**src/rtl/prim_pad_wrapper_pkg.sv**
```systemverilog
// Shared pad-wrapper definitions: DIO pad count and the effective pad type encoding.
// No logic; types and constants only.
// Consumers: pinmux_pkg, pinmux_dio_attr_reader.
package prim_pad_wrapper_pkg;

  localparam int unsigned NDioPads = 24;

  // Only A and B are defined; the remaining 3-bit codes are illegal pad responses.
  typedef enum logic [2:0] {
    A = 3'h0,
    B = 3'h1
  } pad_type_e;

endpackage

```
**src/rtl/pinmux_pkg.sv**
```systemverilog
// Pinmux configuration types: per-pad target configuration and the attribute
// readback sequencer state encoding.
// No logic; types and constants only.
package pinmux_pkg;

  import prim_pad_wrapper_pkg::*;

  // Expected per-pad configuration; dio_pad_type[i] is the reference for pad i.
  typedef struct packed {
    logic [NDioPads-1:0][2:0] dio_pad_type;
  } target_cfg_t;

  localparam target_cfg_t DefaultTargetCfg = '{dio_pad_type: {NDioPads{B}}};

  typedef enum logic [2:0] {
    AttrRdIdle = 3'h0,
    AttrRdReq  = 3'h1,
    AttrRdGap  = 3'h2,
    AttrRdDone = 3'h3,
    AttrRdErr  = 3'h4
  } attr_rd_state_e;

endpackage

```
**src/rtl/pinmux_dio_attr_reader.sv**
```systemverilog
// Purpose: walks every DIO pad over req/ack, captures its effective pad type and flags target mismatches.
// Latency: 2 cycles per pad with zero-wait acks (done_o in cycle 2*NDioPads after start); +1 per ack wait cycle.
// Backpressure: start_i is dropped while busy_o; a pad that withholds ack for TimeoutCycles ends the scan with error_o.
//
// Ports:
//   clk_i, rst_ni          clock, async active-low reset
//   start_i / busy_o       scan request / scan in progress
//   done_o                 one-cycle pulse at scan end (success or timeout)
//   error_o, err_idx_o     sticky timeout flag and the pad index that timed out
//   attr_req_o, attr_idx_o readback request and the pad it targets
//   attr_ack_i, attr_type_i pad response (same-cycle ack allowed)
//   dio_pad_type_o         captured per-pad types
//   mismatch_o             per-pad captured != target flags
module pinmux_dio_attr_reader
  import prim_pad_wrapper_pkg::*;
  import pinmux_pkg::*;
#(
  parameter target_cfg_t TargetCfg     = DefaultTargetCfg,
  parameter int unsigned TimeoutCycles = 16,
  localparam int unsigned IdxW         = $clog2(NDioPads),
  localparam int unsigned CntW         = $clog2(TimeoutCycles + 1)
) (
  input  logic                clk_i,
  input  logic                rst_ni,
  input  logic                start_i,
  output logic                busy_o,
  output logic                done_o,
  output logic                error_o,
  output logic [IdxW-1:0]     err_idx_o,
  output logic                attr_req_o,
  output logic [IdxW-1:0]     attr_idx_o,
  input  logic                attr_ack_i,
  input  pad_type_e           attr_type_i,
  output pad_type_e           dio_pad_type_o [NDioPads],
  output logic [NDioPads-1:0] mismatch_o
);

  localparam logic [IdxW-1:0] LastIdx = IdxW'(NDioPads - 1);
  localparam logic [CntW-1:0] CntLast = CntW'(TimeoutCycles - 1);

  attr_rd_state_e      state_q, state_d;
  logic [IdxW-1:0]     idx_q, idx_d;
  logic [CntW-1:0]     cnt_q, cnt_d;
  logic                error_q, error_d;
  logic [IdxW-1:0]     err_idx_q, err_idx_d;
  logic [NDioPads-1:0] mismatch_q, mismatch_d;
  pad_type_e           dio_pad_type_q [NDioPads];
  pad_type_e           dio_pad_type_d [NDioPads];

  // State register.
  always_ff @(posedge clk_i or negedge rst_ni) begin
    if (!rst_ni) begin
      state_q <= AttrRdIdle;
    end else begin
      state_q <= state_d;
    end
  end

  // Next-state logic. The ack on the last pad goes straight to DONE: the
  // request-dropping gap only exists to separate consecutive pads, so skipping
  // it on the final pad puts done_o in cycle 2*NDioPads.
  always_comb begin
    state_d = state_q;
    unique case (state_q)
      AttrRdIdle: begin
        if (start_i) state_d = AttrRdReq;
      end
      AttrRdReq: begin
        if (attr_ack_i) begin
          state_d = (idx_q == LastIdx) ? AttrRdDone : AttrRdGap;
        end else if (cnt_q == CntLast) begin
          state_d = AttrRdErr;
        end
      end
      AttrRdGap: begin
        state_d = (idx_q == LastIdx) ? AttrRdDone : AttrRdReq;
      end
      AttrRdDone, AttrRdErr: begin
        // A start arriving here is deliberately dropped.
        state_d = AttrRdIdle;
      end
      default: state_d = AttrRdIdle;
    endcase
  end

  // Output logic.
  always_comb begin
    busy_o     = (state_q != AttrRdIdle);
    attr_req_o = (state_q == AttrRdReq);
    done_o     = (state_q == AttrRdDone) || (state_q == AttrRdErr);
  end

  // Datapath next-state: index walk, timeout counter, capture and error latch.
  always_comb begin
    idx_d          = idx_q;
    cnt_d          = cnt_q;
    error_d        = error_q;
    err_idx_d      = err_idx_q;
    mismatch_d     = mismatch_q;
    dio_pad_type_d = dio_pad_type_q;
    unique case (state_q)
      AttrRdIdle: begin
        if (start_i) begin
          idx_d      = '0;
          cnt_d      = '0;
          error_d    = 1'b0;
          mismatch_d = '0;
        end
      end
      AttrRdReq: begin
        if (attr_ack_i) begin
          // Illegal codes are stored raw; they can never equal a legal target.
          dio_pad_type_d[idx_q] = attr_type_i;
          mismatch_d[idx_q]     = (3'(attr_type_i) != TargetCfg.dio_pad_type[idx_q]);
        end else if (cnt_q == CntLast) begin
          error_d   = 1'b1;
          err_idx_d = idx_q;
        end else begin
          cnt_d = cnt_q + CntW'(1);
        end
      end
      AttrRdGap: begin
        if (idx_q != LastIdx) begin
          idx_d = idx_q + IdxW'(1);
          cnt_d = '0;
        end
      end
      default: ;
    endcase
  end

  always_ff @(posedge clk_i or negedge rst_ni) begin
    if (!rst_ni) begin
      idx_q      <= '0;
      cnt_q      <= '0;
      error_q    <= 1'b0;
      err_idx_q  <= '0;
      mismatch_q <= '0;
      for (int i = 0; i < NDioPads; i++) begin
        dio_pad_type_q[i] <= A;
      end
    end else begin
      idx_q          <= idx_d;
      cnt_q          <= cnt_d;
      error_q        <= error_d;
      err_idx_q      <= err_idx_d;
      mismatch_q     <= mismatch_d;
      dio_pad_type_q <= dio_pad_type_d;
    end
  end

  assign attr_idx_o     = idx_q;
  assign error_o        = error_q;
  assign err_idx_o      = err_idx_q;
  assign mismatch_o     = mismatch_q;
  assign dio_pad_type_o = dio_pad_type_q;

endmodule
```
**config.mk**
```make
export PLATFORM = sky130hd
export DESIGN_NAME = pinmux_dio_attr_reader
export DESIGN_NICKNAME = d
export VERILOG_FILES = /design/src/rtl/prim_pad_wrapper_pkg.sv /design/src/rtl/pinmux_pkg.sv /design/src/rtl/pinmux_dio_attr_reader.sv
export SDC_FILE = /design/constraint.sdc
export NUM_CORES = 1
export LEC_CHECK = 0
export ABC_AREA = 0
export BUFFER_PORTS_ARGS = -buffer_cell sky130_fd_sc_hd__buf_4
export CAP_MARGIN = 20
export CORE_MARGIN = 2
export CORE_UTILIZATION = 45
export DETAILED_ROUTE_END_ITERATION = 8
export GPL_TIMING_DRIVEN = 0
export PLACE_DENSITY_LB_ADDON = 0.12
export RECOVER_POWER = 50
export SYNTH_ARGS = -nofsm -noshare
export SYNTH_HDL_FRONTEND = slang
export SYNTH_SLANG_ARGS = --single-unit
```
**constraint.sdc**
```tcl
create_clock -name clk_i -period 2.2 [get_ports clk_i]
set_input_delay 0.66 -clock clk_i [delete_from_list [all_inputs] [get_ports clk_i]]
set_output_delay 0.66 -clock clk_i [all_outputs]
set_load 0.005 [all_outputs]
```
==> results of run 1 <==
==> cell families after synthesis <==
logic type	Yosys count
buf+inv	36
compound gates	43
mux	92
flops	115
fa+ha+maj	6
simple gates	109
==> synthesized netlist by cell type, types with 9 or more instances <==
master                     number  area share [%]
sky130_fd_sc_hd__dfrtp_1      115              57
sky130_fd_sc_hd__mux2_2        78              18
sky130_fd_sc_hd__nand2_1       32             2.4
sky130_fd_sc_hd__nand3_1       19             1.9
sky130_fd_sc_hd__nor2_1        17             1.3
sky130_fd_sc_hd__clkbuf_1      15             1.1
sky130_fd_sc_hd__mux2i_1       14             2.8
sky130_fd_sc_hd__a21oi_1       12             1.2
sky130_fd_sc_hd__buf_2         10             1.0
sky130_fd_sc_hd__a311oi_1       9             1.6
sky130_fd_sc_hd__inv_1          9            0.67
==> area by class of cell <==
type | count | area, µm²
timing repair buffer | 126 | 967
clock buffer | 19 | 442
buffer | 26 | 134
sequential | 115 | 2880
inverter | 9 | 33.8
multi-input combinational | 250 | 2050
fill | 862 | 3960
clock inverter | 13 | 205
tap | 140 | 175
==> worst max-delay path by stage <==
| stage | to | slack [ps] | depth (start not counted) |
|---|---|---|---|
| 2_1_floorplan | cnt_q[3] | 6 | 7 |
| 3_3_place_gp | cnt_q[3] | -100 | 7 |
| 3_5_place_dp | cnt_q[3] | -110 | 7 |
| 4_1_cts | busy_o | -20 | 4 |
| 5_1_grt | attr_req_o | -40 | 4 |
| 6_report | attr_req_o | 10 | 4 |
==> power by group <==
group	internal, mW	switching, mW	total, mW
clock	2.01	0.958	2.97
sequential	2.40	0.209	2.61
combinational	0.891	0.834	1.72
total	5.31	2.00	7.31
==> per-stage QoR <==
step / setup slack, ps / utilization, % / std cells / instance area [µm²] / total power [mW]
floorplan: 5.99 / - / 401 / 5010 / 3.40
global placement: -105 / 55.9 / 657 / 6050 / 4.12
detailed placement: -109 / 56.1 / 658 / 6080 / 4.16
CTS: -20.4 / 62.9 / 695 / 6820 / 7.28
global route: -38.3 / 63.5 / 698 / 6880 / 7.65
finish: 12.4 / 63.5 / 698 / 6880 / 7.31
==> repair_timing <==
| action | CTS | global route |
|---|---|---|
| setup buffers | 6 | 3 |
| setup endpoints to repair | 16 | 15 |
| resized for setup | 15 | 10 |
| pin swaps | 5 | 0 |
==> registers in the layout, summed over array words and instances, names as in the netlist <==
| name | count |
|---|---|
| attr_idx_o | 5 |
| cnt_q | 5 |
| dio_pad_type_o | 72 |
| err_idx_o | 5 |
| error_o | 1 |
| mismatch_o | 24 |
| state_q | 3 |
==> per-layer routing <==
layer  global-route usage [%]  part of all wire (%)
met3                     7.23                   6.2
met1                     28.6                    43
met4                     5.61                  0.94
met5                        0                     0
met2                     37.2                    50
==> out/summary.md, run 1 <==
The top-level I/O count was 117; the highest clock rate was 457 MHz. The largest fanout of any net on the critical path is 5. The synthesized netlist devotes 5.97% of its cell area to compound gates. For the pin with the worst max-slew slack, the measured transition is 1350 ps. The number of antenna violations at the first check in global routing came out at 0. The peak supply drop came out at 0.531 mV. The post-synthesis mux area share came out at 20.3%. The global-route congestion overflow total was 0; the count of input and output buffers was 116.

For the worst setup path, the data required time is 1540 ps. For the number of nets in the layout, the log shows 558. The post-synthesis area per instance is 12.5 µm². The signal on the critical path passes through buf_6 > or3b_4 > inv_2 > buf_6.

For the detailed placer's ending HPWL, the log shows 8.70 mm. The maximum level of the CTS H-tree is 4, and the total count of max-transition violations in the final report is 0. The dominant register cell in the synthesized netlist is sky130_fd_sc_hd__dfrtp_1.

The number of enable-type register cells in the synthesized netlist works out to 0. The worst-case clock skew is 7.58 ps. The run gives 0 ps as the sum of negative setup slack.

The synthesized-area fraction occupied by adder cells was 1.50%; the global placer's final weighted congestion was 0.796. Setup violations remaining at the end of the flow were counted as 0. The logs give 3837 for the via count of the first global-routing pass and 0 for the number of diodes added for antenna fixing. For this run, the number of Yosys warnings is 0. After layout, the worst path uses 99.4% of the clock period. The floorplan row count was 38. The critical path endpoint category is an output pin. The share of async-settable or async-resettable flops after synthesis is 100%, and the total of flip-flops plus latches after synthesis is 115. The number of hold buffers added after CTS was 0.

The DRC violation count after routing was 0. The detailed router placed 3754 vias in this run. In the final layout, the share of cells above drive strength 1 is 48.2%.

Synthesis handed over a netlist of 401 instances. The run finished with clean final reports. The clock root buffer master was sky130_fd_sc_hd__clkbuf_8. The setup check on the worst reg-to-reg path leaves a slack of 50 ps. Dominant combinational cell family by area after synthesis: multiplexers. Arrival time at the worst endpoint: 1530 ps. The leakage power summed over all cells was 3.58 nW; the hold violation count in the final report was 0. For the maximum root-to-sink buffer count, the log shows 2. Of the total synthesized cell area, the portion taken by XOR and XNOR cells is 0%. Startpoint of the worst register-to-register path: cnt_q[1]. The mean number of vias per cell is 5.38, and the relative max-transition margin is 10.2%. The area of the mapped netlist was 5010 µm²; the die span in y was 109 µm.

The tools report the beginning of the critical path as state_q[0]. Setup repair after global routing could not meet its margin everywhere. For the largest net degree at the start of global routing, the log shows 65. Clock-pin slew was measured on the worst setup and hold paths at 60 ps.

The placeable core region was 10800 µm². Summing the areas of all and, or, nand and nor instances in the mapped netlist gives 11.7% of the synthesized area. The worst setup path is launched from a register.

The number of cells on the worst reg-to-reg path was 7; the power per cell area was 1060 nW/µm². TritonCTS built the clock tree. Routed wirelength normalized by instance count: 18.3 µm. The run gives 12000 µm² as the full die area. After synthesis, the netlist uses 42 different library cells. In the layout the commonest cells are 123 x sky130_fd_sc_hd__buf_4, 113 x sky130_fd_sc_hd__dfrtp_1, 78 x sky130_fd_sc_hd__mux2_2. The tools report the endpoint of the worst register-to-register path as cnt_q[3]. The x dimension of the die was 109 µm. The path class of the tightest hold or removal check is primary input to async pin. Leaving out fill and tap cells, the most frequent cell in the layout is sky130_fd_sc_hd__buf_4. By instance count, the cell type seen most on the critical path is sky130_fd_sc_hd__buf_6. Hold is met by 440 ps.

The number of nets in the synthesized netlist is 414. The remaining antenna violation count came out at 0. The first global-routing pass estimated 20.3 mm of wire. For the worst-skew pair, the clock arrives at the later sink with an insertion delay of 510 ps.

The run gives 162 as the iteration-0 DRC count of the detailed router. The detailed-router iteration count before antenna repair came out at 5. On the critical path, the stage with the largest delay is an instance of sky130_fd_sc_hd__or3b_4. Max-cap violations in this run came to 0.

The clock net in this run drives a total of 115 sinks. The initial utilization of the core area, before any placement, comes to 46.2%. Global routing used 22.4% of the available tracks. The total wire length came out at 12.8 mm. For the sequential area share after synthesis, the log shows 57.5%. The signed area change from the synthesized netlist to the final layout is 37.5%, and the sum of buffers and inverters on the critical path is 3. For this run, the slowest stage of the critical path takes 390 ps.

The clock period could shrink to 2190 ps. The tools report the total CTS buffers as 17. Dominant delay contributor by cell family on the critical path: simple AND/OR/NAND/NOR gates.

The category of the critical setup timing path is register to output pin.
Note: power is estimated with default switching activity, not from simulation.
==> inputs of run 2 (changes only) <==
==> constraint.sdc (replaced) <==
create_clock -name clk_i -period 2.2 [get_ports clk_i]
set_input_delay 0.66 -clock clk_i [delete_from_list [all_inputs] [get_ports clk_i]]
set_output_delay 0.66 -clock clk_i [all_outputs]
set_load 0.1 [all_outputs]
==> out/summary.md, run 2 (synthesis gave the netlist of run 1 again) <==
The tools report the arrival time at the worst endpoint as 1700 ps. Summing all multi-input logic gate instances after layout gives 2080 µm². The tools report the hold violation count in the final report as 0. The post-route netlist has 50.6% of its cells at a drive strength greater than 1. The post-place setup slack was -159 ps. Most frequent standard cell in the layout excluding fill and tap cells: sky130_fd_sc_hd__buf_4. The clock net in this run drives a total of 115 sinks. Of all nets on the critical path, the largest fanout is 5. After the first detailed-routing iteration, the DRC count stood at 164. The CTS clock-pin slew for the worst setup and hold paths came out at 60 ps. The net count of the finished layout is 569.

For the detailed placer's ending HPWL, the log shows 8.84 mm. The via count of the first global-routing pass is 3894, and the detailed-routing wirelength on met1 is 5.49 mm. For the full die area, the log shows 12000 µm². The final reports fail on negative setup slack. Based on the critical path, the design can be clocked at up to 424 MHz. Max-cap violations in this run came to 0.

Across the whole layout, storage elements account for 2890 µm². 0 antenna diodes ended up in the layout. Summing all placed instances gives a cell area of 6140 µm².

117 I/O pins were placed. The tools report the detailed-routed wire length on met2 as 6.44 mm. Summed over all failing endpoints, the final setup total negative slack is -301 ps.

STA classifies the critical path endpoint as an output pin. The switching power summed over all nets came out at 4.09 mW. Endpoint of the worst register-to-register path: cnt_q[3].

For the pin with the worst max-slew slack, the measured transition is 972 ps. Setup repair after global routing could not meet its margin everywhere. The final worst setup slack is -156 ps.

The required arrival time at the worst endpoint was 1540 ps. The top cell types in the final layout, fill and taps aside, are 130 x sky130_fd_sc_hd__buf_4, 108 x sky130_fd_sc_hd__dfrtp_1, 78 x sky130_fd_sc_hd__mux2_2. Overall via count from detail_route: 3826. In this run, flip-flops and latches consume 28.3% of the power. Dominant delay contributor by cell family on the critical path: buffers and inverters. The count of final setup violators was 3.

The setup check on the worst reg-to-reg path leaves a slack of 30 ps. Clock skew on the completed layout was measured at 11.6 ps. Entering global routing, the biggest net connects 44 pins.

Measured against its own limit, the worst slew margin works out to 35.2%. Starting density of the core: 46.2%. The leakage power summed over all cells is 3.61 nW, and the mean number of vias per cell is 5.40. Routability-driven placement finished with a final weighted congestion of 0.778. The proportion of total power due to net switching came out at 43.9%. Topmost layer with routed signal wires: met4. TritonCTS built the clock tree. The count of input and output buffers was 116. Traced cell by cell, the critical path runs through buf_6 > or3b_4 > clkinvlp_4 > buf_12. Per report_power, the combinational group accounts for 42.6% of the total. The routed design uses 830 µm of met3 wire. The startpoint identified for the worst register-to-register timing path is cnt_q[0]. The die span in y is 109 µm, and the number of cells on the worst reg-to-reg path is 7. The die is 109 µm wide. The post-route standard cell area excluding fillers was 6980 µm²; the post-layout instance count excluding filler cells was 709. The filler cells instantiated in the layout total 868. The pre-antenna-repair detailed-routing pass consisted of 4 iterations. The longest individual stage delay on the worst path is 400 ps, and the maximum root-to-sink buffer count is 2. The slowest stage of the critical path is the sky130_fd_sc_hd__or3b_4 cell. Part of the total power dissipated in the clock network: 29.1%. The worst slack on hold paths was 266 ps.

Number of hold buffers added after cts: 0. The cell sitting at the root of the clock tree is a sky130_fd_sc_hd__clkbuf_8. The global-route congestion overflow total was 0. The tools report the number of antenna violations at the first check in global routing as 0.

The kind of start point of the critical path was a register. The remaining antenna violation count is 0. The final critical delay including setup and external delays was 2360 ps. Of the available clock period, the critical path in the final layout requires 107%. In the routed design, unresolved DRC markers number 0.

Later-pin clock latency in the skew report: 510 ps. The routed design has 12.9 mm of wire. The floorplan row count was 38.

The H-tree was split into 4 levels. Global routing used 22.8% of the available tracks. In this run the power density over the cells is 1330 nW/µm². The total area inside the core boundary comes to 10800 µm². The sum of buffers and inverters on the critical path is 3.

The run gives 659 as the number of cells in the design after placement. The total count of max-transition violations in the final report is 0. The global-route wire length before repair was 20.5 mm; the flip-flop count of the largest register, all copies and words added was 72. Buffers inserted during clock tree synthesis total 17. The run finished, with violations left. The run gives 5.22 mW as the design internal power. VDD sags by at most 1.04 mV. Class of the tightest hold or removal check: primary input to async pin.

The area growth from synthesis to layout is 39.5%. The worst setup path is of the register to output pin kind. Dividing the detail-routed wire length by the instance count gives 18.2 µm.
==> run 2: changes by cell type in the layout (fill, tap and decap cells not counted), sizes merged <==
| cell | delta |
|---|---|
| clkinvlp | +1 |
| inv | -1 |
| buf | +9 |
| bufinv | -2 |
| clkinv | +2 |
| clkbuf | +2 |
==> run 2: timing repair <==
item / CTS / global route
pin swaps: 4 / 5
gates resized for setup: 20 / 13
endpoints found under the setup margin: 10 / 29
endpoints found under the hold margin: 0 / 0
buffers inserted: 13 / 6
==> run 2: power groups by stage <==
stage                     clock network [mW]  registers, mW  logic (mW)
after floorplan                            0           4.45       0.982
after global placement                     0           2.65        3.56
after detailed placement                   0           2.66        3.60
after CTS                               2.76           2.63        3.86
after global routing                    2.87           2.67        4.14
final                                   2.71           2.63        3.97
==> run 2: how the worst max path moves through the flow <==
stage	depth (start not counted)	slack, ps	start	endpoint
CTS	4	-130	state_q[0]	attr_req_o
floorplan	4	-30	state_q[2]	done_o
global route	4	-190	state_q[0]	attr_req_o
detailed placement	5	-160	state_q[2]	done_o
global placement	5	-130	state_q[2]	done_o
finish	4	-160	state_q[0]	attr_req_o
==> run 2: layout make-up <==
class | count | share of cell area [%]
well taps | 140 | 2.51
clock buffers | 19 | 6.18
inverters | 9 | 0.537
repair buffers | 137 | 15.3
clock inverters | 13 | 2.28
flip-flops and latches | 115 | 41.4
multi-input cells | 250 | 29.8
plain buffers | 26 | 1.95
==> run 2: stage by stage <==
stage	power [mW]	util (%)
floorplan	5.43	-
global placement	6.21	56.2
detailed placement	6.26	56.6
CTS	9.24	63.6
global route	9.67	64.4
finish	9.31	64.4
==> run 2: per-layer routing <==
layer	global-route usage, %	vias to the layer above
li1	-	1744
met2	36.6	123
met1	29.3	1947
met5	0	-
met4	7.96	0
met3	6.88	12
